[config.mk]
export PLATFORM = sky130hd
export DESIGN_NAME = inst_fetch_queue_flat
export DESIGN_NICKNAME = d
export VERILOG_FILES = /design/src/rtl/cpu_pkg.sv /design/src/rtl/inst_fetch_queue_if.sv /design/src/rtl/sync_fifo.sv /design/src/rtl/inst_fetch_queue.sv /design/src/flat_wrapper.sv
export SDC_FILE = /design/constraint.sdc
export NUM_CORES = 1
export LEC_CHECK = 0
export ABC_CLOCK_PERIOD_IN_PS = 3600
export CAP_MARGIN = 20
export CORE_ASPECT_RATIO = 0.6
export CORE_UTILIZATION = 55
export CTS_CLUSTER_DIAMETER = 120
export CTS_CLUSTER_SIZE = 16
export DETAILED_ROUTE_END_ITERATION = 10
export GPL_ROUTABILITY_DRIVEN = 0
export GPL_TIMING_DRIVEN = 0
export PLACE_DENSITY = 0.8
export SYNTH_ARGS = -nofsm -noshare
export SYNTH_HDL_FRONTEND = slang
export SYNTH_SLANG_ARGS = --single-unit
[constraint.sdc]
create_clock -name clk -period 3.6 [get_ports clk]
set_input_delay 0.72 -clock clk [delete_from_list [all_inputs] [get_ports clk]]
set_output_delay 0.72 -clock clk [all_outputs]
set_load 0.05 [all_outputs]
[src/rtl/cpu_pkg.sv]
// Shared CPU-wide widths, reset PC and the fetch-queue entry layout.
package cpu_pkg;

  localparam int CPU_ADDR_W = 32;
  localparam int CPU_DATA_W = 32;

  localparam logic [CPU_ADDR_W-1:0] RESET_PC = 32'h0000_0000;

  // Queue entries are packed as {pc, inst}, PC in the upper bits.
  typedef struct packed {
    logic [CPU_ADDR_W-1:0] pc;
    logic [CPU_DATA_W-1:0] inst;
  } fetch_entry_t;

endpackage

[src/rtl/inst_fetch_queue_if.sv]
// Fetch-stage bundle: PC-unit side, instruction-memory handshake and decode side.
interface inst_fetch_queue_if
  import cpu_pkg::*;
#(
  parameter int ADDR_W = CPU_ADDR_W,
  parameter int DATA_W = CPU_DATA_W
);

  logic              pc_ce;
  logic [ADDR_W-1:0] pc_addr;
  logic              pc_stall;
  logic              flush;
  logic              inst_req;
  logic [ADDR_W-1:0] inst_addr;
  logic              inst_addr_ok;
  logic              inst_data_ok;
  logic [DATA_W-1:0] inst_rdata;
  logic              id_valid;
  logic              id_ready;
  logic [DATA_W-1:0] id_inst;
  logic [ADDR_W-1:0] id_pc;

  // master is the fetch queue itself; slave is the surrounding PC unit, memory and decode.
  modport master (
    input  pc_ce, pc_addr, flush, inst_addr_ok, inst_data_ok, inst_rdata, id_ready,
    output pc_stall, inst_req, inst_addr, id_valid, id_inst, id_pc
  );

  modport slave (
    output pc_ce, pc_addr, flush, inst_addr_ok, inst_data_ok, inst_rdata, id_ready,
    input  pc_stall, inst_req, inst_addr, id_valid, id_inst, id_pc
  );

endinterface

[src/rtl/sync_fifo.sv]
// Generic synchronous FIFO with active-low reset and an extra synchronous clear.
module sync_fifo #(
  parameter  int WIDTH = 32,
  parameter  int DEPTH = 4,
  localparam int AW    = (DEPTH > 1) ? $clog2(DEPTH) : 1,
  localparam int CW    = $clog2(DEPTH + 1)
) (
  input  logic             clk,
  input  logic             rst,
  input  logic             clr,
  input  logic             push,
  input  logic             pop,
  input  logic [WIDTH-1:0] din,
  output logic [WIDTH-1:0] dout,
  output logic             full,
  output logic             empty,
  output logic [CW-1:0]    count
);

  logic [WIDTH-1:0] mem [DEPTH];
  logic [AW-1:0]    wr_ptr;
  logic [AW-1:0]    rd_ptr;
  logic [CW-1:0]    cnt;
  logic             do_push;
  logic             do_pop;

  function automatic logic [AW-1:0] ptr_next(input logic [AW-1:0] p);
    return (p == AW'(DEPTH - 1)) ? '0 : p + 1'b1;
  endfunction

  assign full    = (cnt == CW'(DEPTH));
  assign empty   = (cnt == '0);
  assign count   = cnt;
  assign dout    = mem[rd_ptr];
  assign do_pop  = pop & ~empty;
  // A push into a full FIFO is legal when the head leaves in the same cycle.
  assign do_push = push & (~full | do_pop);

  always_ff @(posedge clk) begin
    if (!rst || clr) begin
      wr_ptr <= '0;
      rd_ptr <= '0;
      cnt    <= '0;
    end else begin
      if (do_push) wr_ptr <= ptr_next(wr_ptr);
      if (do_pop)  rd_ptr <= ptr_next(rd_ptr);
      cnt <= cnt + CW'(do_push) - CW'(do_pop);
    end
  end

  always_ff @(posedge clk) begin
    if (do_push) mem[wr_ptr] <= din;
  end

endmodule

[src/rtl/inst_fetch_queue.sv]
// Fetch stage: issues PC-ordered memory requests, tags responses with their PC and
// queues {pc, inst} for decode; a flush drops the queue and discards in-flight data.
module inst_fetch_queue
  import cpu_pkg::*;
#(
  parameter int DEPTH   = 4,
  parameter int MAX_OUT = 2,
  parameter int ADDR_W  = CPU_ADDR_W,
  parameter int DATA_W  = CPU_DATA_W
) (
  input logic                clk,
  input logic                rst,
  inst_fetch_queue_if.master bus
);

  localparam int QCW = $clog2(DEPTH + 1);
  localparam int OCW = $clog2(MAX_OUT + 1);
  localparam int SW  = $clog2(DEPTH + MAX_OUT + 1);
  localparam int EW  = ADDR_W + DATA_W;

  logic [QCW-1:0]    q_cnt;
  logic [OCW-1:0]    out_cnt;
  logic [OCW-1:0]    disc_cnt;
  logic [SW-1:0]     inflight;
  logic              tag_full, tag_empty, q_full, q_empty;
  logic [ADDR_W-1:0] tag_head;
  logic [EW-1:0]     q_head;
  logic              credit, req, accept, rsp, drop, enq, deq;

  // Every queue slot already promised to an outstanding response counts against space.
  assign inflight = SW'(q_cnt) + SW'(out_cnt);
  assign credit   = ~tag_full & ~q_full & (inflight < SW'(DEPTH));
  assign req      = bus.pc_ce & credit & ~bus.flush & rst;
  assign accept   = req & bus.inst_addr_ok;
  assign rsp      = bus.inst_data_ok & ~tag_empty;
  assign drop     = bus.flush | (disc_cnt != '0);
  assign enq      = rsp & ~drop;
  assign deq      = ~q_empty & bus.id_ready & ~bus.flush;

  assign bus.inst_req  = req;
  assign bus.inst_addr = bus.pc_addr;
  assign bus.pc_stall  = bus.pc_ce & ~accept & rst;
  assign bus.id_valid  = ~q_empty;
  assign bus.id_pc     = q_empty ? ADDR_W'(RESET_PC) : q_head[EW-1:DATA_W];
  assign bus.id_inst   = q_empty ? '0 : q_head[DATA_W-1:0];

  // Responses already in flight at a flush belong to the old path and arrive first.
  always_ff @(posedge clk) begin
    if (!rst) begin
      disc_cnt <= '0;
    end else if (bus.flush) begin
      disc_cnt <= out_cnt - OCW'(rsp);
    end else if (rsp && (disc_cnt != '0)) begin
      disc_cnt <= disc_cnt - 1'b1;
    end
  end

  sync_fifo #(
    .WIDTH (ADDR_W),
    .DEPTH (MAX_OUT)
  ) u_tag_fifo (
    .clk   (clk),
    .rst   (rst),
    .clr   (1'b0),
    .push  (accept),
    .pop   (rsp),
    .din   (bus.pc_addr),
    .dout  (tag_head),
    .full  (tag_full),
    .empty (tag_empty),
    .count (out_cnt)
  );

  sync_fifo #(
    .WIDTH (EW),
    .DEPTH (DEPTH)
  ) u_inst_queue (
    .clk   (clk),
    .rst   (rst),
    .clr   (bus.flush),
    .push  (enq),
    .pop   (deq),
    .din   ({tag_head, bus.inst_rdata}),
    .dout  (q_head),
    .full  (q_full),
    .empty (q_empty),
    .count (q_cnt)
  );

endmodule

[src/flat_wrapper.sv]
// flat-port wrapper written by rule: the top's interface ports become plain ports
module inst_fetch_queue_flat import cpu_pkg::*;
#(
  parameter int DEPTH   = 4,
  parameter int MAX_OUT = 2,
  parameter int ADDR_W  = CPU_ADDR_W,
  parameter int DATA_W  = CPU_DATA_W
)
  (clk, rst, bus_pc_ce, bus_pc_addr, bus_flush, bus_inst_addr_ok, bus_inst_data_ok, bus_inst_rdata, bus_id_ready, bus_pc_stall, bus_inst_req, bus_inst_addr, bus_id_valid, bus_id_inst, bus_id_pc);
  inst_fetch_queue_if #(.ADDR_W(ADDR_W), .DATA_W(DATA_W)) bus_i ();
  input logic clk;
  input logic rst;
  input wire logic [$bits(bus_i.pc_ce)-1:0] bus_pc_ce;
  input wire logic [$bits(bus_i.pc_addr)-1:0] bus_pc_addr;
  input wire logic [$bits(bus_i.flush)-1:0] bus_flush;
  input wire logic [$bits(bus_i.inst_addr_ok)-1:0] bus_inst_addr_ok;
  input wire logic [$bits(bus_i.inst_data_ok)-1:0] bus_inst_data_ok;
  input wire logic [$bits(bus_i.inst_rdata)-1:0] bus_inst_rdata;
  input wire logic [$bits(bus_i.id_ready)-1:0] bus_id_ready;
  output wire logic [$bits(bus_i.pc_stall)-1:0] bus_pc_stall;
  output wire logic [$bits(bus_i.inst_req)-1:0] bus_inst_req;
  output wire logic [$bits(bus_i.inst_addr)-1:0] bus_inst_addr;
  output wire logic [$bits(bus_i.id_valid)-1:0] bus_id_valid;
  output wire logic [$bits(bus_i.id_inst)-1:0] bus_id_inst;
  output wire logic [$bits(bus_i.id_pc)-1:0] bus_id_pc;
  assign bus_i.pc_ce = bus_pc_ce;
  assign bus_i.pc_addr = bus_pc_addr;
  assign bus_i.flush = bus_flush;
  assign bus_i.inst_addr_ok = bus_inst_addr_ok;
  assign bus_i.inst_data_ok = bus_inst_data_ok;
  assign bus_i.inst_rdata = bus_inst_rdata;
  assign bus_i.id_ready = bus_id_ready;
  assign bus_pc_stall = bus_i.pc_stall;
  assign bus_inst_req = bus_i.inst_req;
  assign bus_inst_addr = bus_i.inst_addr;
  assign bus_id_valid = bus_i.id_valid;
  assign bus_id_inst = bus_i.id_inst;
  assign bus_id_pc = bus_i.id_pc;
  inst_fetch_queue #(.DEPTH(DEPTH), .MAX_OUT(MAX_OUT), .ADDR_W(ADDR_W), .DATA_W(DATA_W)) u_core (.clk(clk), .rst(rst), .bus(bus_i));
endmodule
==> results.py <==
metrics = {
    "sta": {
        "period_share_pct": 96.91,
        "max_slew.worst_pin.slew_ns": 0.9507,
        "whs_ns": 0.5049,
        "final-hold-violation-count": 0,
        "max_freq_mhz": 286.6,
        "period_minus_slack_ns": 3.489,
        "setup_violations": 0,
        "relSlewSlack_pct": 36.62,
        "finalMaxSlewViolations": 0,
        "rsz0062_at_grt": "no",
        "finalSetupTns_ns": 0,
        "clock_skew_ns": 0.008332,
    },
    "synth": {
        "yosysSeqAreaShare_pct": 75.73,
        "ys_seq_elements": 336,
        "async_flop_share_pct": 0,
        "syn_nets": 719,
        "synth_ff_type": "edfxtp_1",
        "ys_types": 32,
        "yosys_warnings": 0,
        "syn_area_sq_um": 13110,
        "synth_edf_count": 320,
        "avgSynthCellArea_sq_um": 20.62,
        "synth_cells": 636,
    },
    "power_and_ir_drop": {
        "power.density_nw_per_um2": 500.6,
        "leakagePower_nw": 5.460,
        "p_sw_w": 0.001832,
        "p_int_w": 0.006208,
        "seqPwrFrac_pct": 56.1,
        "power.share.combinational_pct": 12.7,
        "total_power_w": 0.008040,
        "peakVddDrop_uv": 342.3,
        "switching_share_pct": 22.79,
        "p_clk_share_pct": 31.2,
    },
    "min_path": {
        "hold_start": "u_core.u_inst_queue.rd_ptr[0]",
        "hold_depth": 2,
        "min_path_type": "reg2reg",
    },
    "die": {
        "dieWidth_um": 201.3,
        "io_pins": 170,
        "dieArea_sq_um": 24480,
        "core_area_sq_um": 23240,
        "die_y_um": 121.6,
        "std_cell_rows": 43,
        "start_util_pct": 56.41,
    },
    "finish": {
        "multiInputGateArea_sq_um": 2763,
        "regArea_sq_um": 9931,
        "final_cell_count_no_fill": 1169,
        "area_growth_pct": 22.50,
        "fillers": 1515,
        "final_nets": 918,
        "drive_gt1_share_pct": 21.69,
    },
    "global_routing": {
        "grt-ovfl-total": 0,
        "antenna_found_initial": 1,
        "grt_pass1_vias": 6811,
        "grt_max_degree": 43,
        "grt_pass1_wl_mm": 38.14,
        "grtUsageTotal_pct": 20.87,
    },
    "placement": {
        "dp_hpwl_mm": 16.23,
        "dp_cells": 1125,
        "numPortBuffers": 169,
    },
    "cts": {
        "cts_tree": "yes",
        "clk_pin_slew_worst_paths_ns": 0.07,
        "insertion_delay_ns": 0.52,
        "h-tree-depth": 1,
        "clockBufferDepth": 3,
        "root_buffer": "clkbuf_16",
        "hold_buffers": 0,
        "clock_sinks": 336,
        "numCtsBuffers": 24,
    },
    "routing": {
        "ant_nets": 0,
        "dr.pass1.iters": 4,
        "drcViolationCount": 0,
        "via_per_inst": 5.546,
        "drtIter0Drc": 487,
        "num_vias": 6483,
        "wirelength_mm": 25.40,
        "wire_per_inst_um": 21.73,
    },
    "setup_path": {
        "r2r-start": "u_core.u_tag_fifo.count[1]",
        "cp-end-kind": "output port",
        "ff2ff_path_depth": 5,
        "worstPathArrival_ns": 2.77,
        "worst-path-max-fanout": 10,
        "r2r-end": "u_core.u_tag_fifo.mem[1][17]",
        "critPathRequiredTime_ns": 2.88,
        "start_kind": "input port",
        "r2r_setup_slack_ns": 0.94,
        "crit_type": "in2out",
    },
    "job": {
        "cap_violations": 0,
    },
    "outcome": {
        "status": "finished, final reports clean",
    },
}
==> state kept, by name, summed over array words and instances, names as in the netlist, named ones only <==
signal	flops
u_core.u_tag_fifo.mem	64
u_core.u_tag_fifo.count	2
u_core.u_tag_fifo.rd_ptr	1
u_core.u_inst_queue.count	3
u_core.u_inst_queue.mem	256
u_core.u_inst_queue.wr_ptr	2
u_core.u_tag_fifo.wr_ptr	1
u_core.disc_cnt	2
u_core.u_inst_queue.rd_ptr	2
==> cell type report <==
class,instances,share of cell area [%]
plain buffers,57,2.547
diodes,1,0.01558
repair buffers,174,11.38
multi-input cells,232,17.20
flip-flops and latches,336,61.83
clock buffers,44,4.339
inverters,10,0.2337
well taps,315,2.454
==> power groups by stage <==
stage	registers, W	logic (W)	clock network (W)
6_report	0.00451	0.00102	0.00251
5_1_grt	0.00452	0.00108	0.00269
4_1_cts	0.00451	0.00103	0.00257
3_5_place_dp	0.00460	0.00103	0
3_3_place_gp	0.00460	0.000960	0
2_1_floorplan	0.00459	0.000658	0
==> routing by layer <==
metal | up-vias | share of wire [%] | wire, um | track usage, %
li1 | 2874 | - | - | -
met1 | 3396 | 45 | 11350 | 29.59
met2 | 183 | 49 | 12470 | 35.04
met3 | 30 | 5.0 | 1266 | 3.638
met4 | 0 | 1.2 | 313 | 3.504
met5 | - | 0 | 0 | 0
==> synth_stat cells, types with 2 or more instances <==
library cell	n	area, sq um
edfxtp_1	320	9609
clkbuf_1	8	30.03
ha_1	11	137.6
mux4_2	64	1441
xnor2_1	5	43.79
nand3_1	2	10.01
mux2_2	30	337.8
and3_4	2	22.52
o21ai_0	3	15.01
dfxtp_1	16	320.3
buf_6	8	90.09
buf_4	32	240.2
nand2b_1	2	12.51
nand2_1	7	26.28
and3_1	7	43.79
mux2i_1	2	20.02
or3_1	3	18.77
buf_2	10	50.05
a21oi_1	4	20.02
a31oi_1	2	12.51
xor2_1	3	26.28
and2_1	68	425.4
inv_1	10	37.54
mux2_1	2	22.52
nor2_1	8	30.03
==> layout by cell type (no fill, tap or decap), drive strengths merged <==
cell type / count
a21oi: 4
a31oi: 2
and2: 68
and3: 9
and4: 1
buf: 55
clkbuf: 51
clkdlybuf4s50: 141
dfxtp: 16
diode: 1
dlygate4sd2: 19
dlymetal6s2s: 9
edfxtp: 320
fa: 1
ha: 11
inv: 10
mux2: 32
mux2i: 2
mux4: 64
nand2: 7
nand2b: 2
nand3: 2
nand4: 1
nor2: 8
o211ai: 1
o21ai: 3
o21ba: 1
o22ai: 1
or3: 3
or3b: 1
xnor2: 5
xor2: 3
==> how the worst max path moves through the flow <==
stage	startpoint	to	slack [ns]	depth (start not counted)
after floorplan	bus_inst_data_ok	u_core.u_inst_queue.mem[0][0]	0.46	4
after global placement	rst	u_core.u_tag_fifo.mem[0][19]	-1.28	5
after detailed placement	rst	bus_pc_stall	-0.12	6
after CTS	u_core.u_inst_queue.count[1]	bus_id_pc[11]	0.002	5
after global routing	u_core.u_inst_queue.count[1]	bus_id_pc[12]	0.0004	5
final	rst	bus_pc_stall	0.11	6
==> cell families after synthesis <==
family	after synthesis	synth area share (%)
flip-flops	336	75.73
AND/OR/NAND/NOR	102	4.676
multiplexers	98	13.89
buffers and inverters	68	3.416
AO/OA/AOI/OAI	12	0.5440
adder cells (fa/ha/maj)	12	1.202
XOR/XNOR	8	0.5344
==> through the flow <==
stage / worst slack (ns) / utilization, % / area, sq um
floorplan: 0.4618 / - / 13110
global placement: -1.282 / 65.39 / 15200
detailed placement: -0.1232 / 66.10 / 15360
CTS: 0.002010 / 68.99 / 16040
global route: 0.0004217 / 69.09 / 16060
finish: 0.1112 / 69.11 / 16060
==> worst max-delay path, cell delays in order <==
cell             delay [ns]
clkdlybuf4s50_1        0.65
nand2b_1               0.27
inv_1                  0.15
nand4_1                0.27
and3_1                 0.28
dlygate4sd2_1          0.43
==> repair_timing <==
action	4_1_cts	5_1_grt
buffers inserted	0	0
endpoints found under the setup margin	61	14
gates cloned	0	0
gates resized for setup	21	10
pin swaps	0	0
No activity file was read; power rests on OpenSTA's default activity.
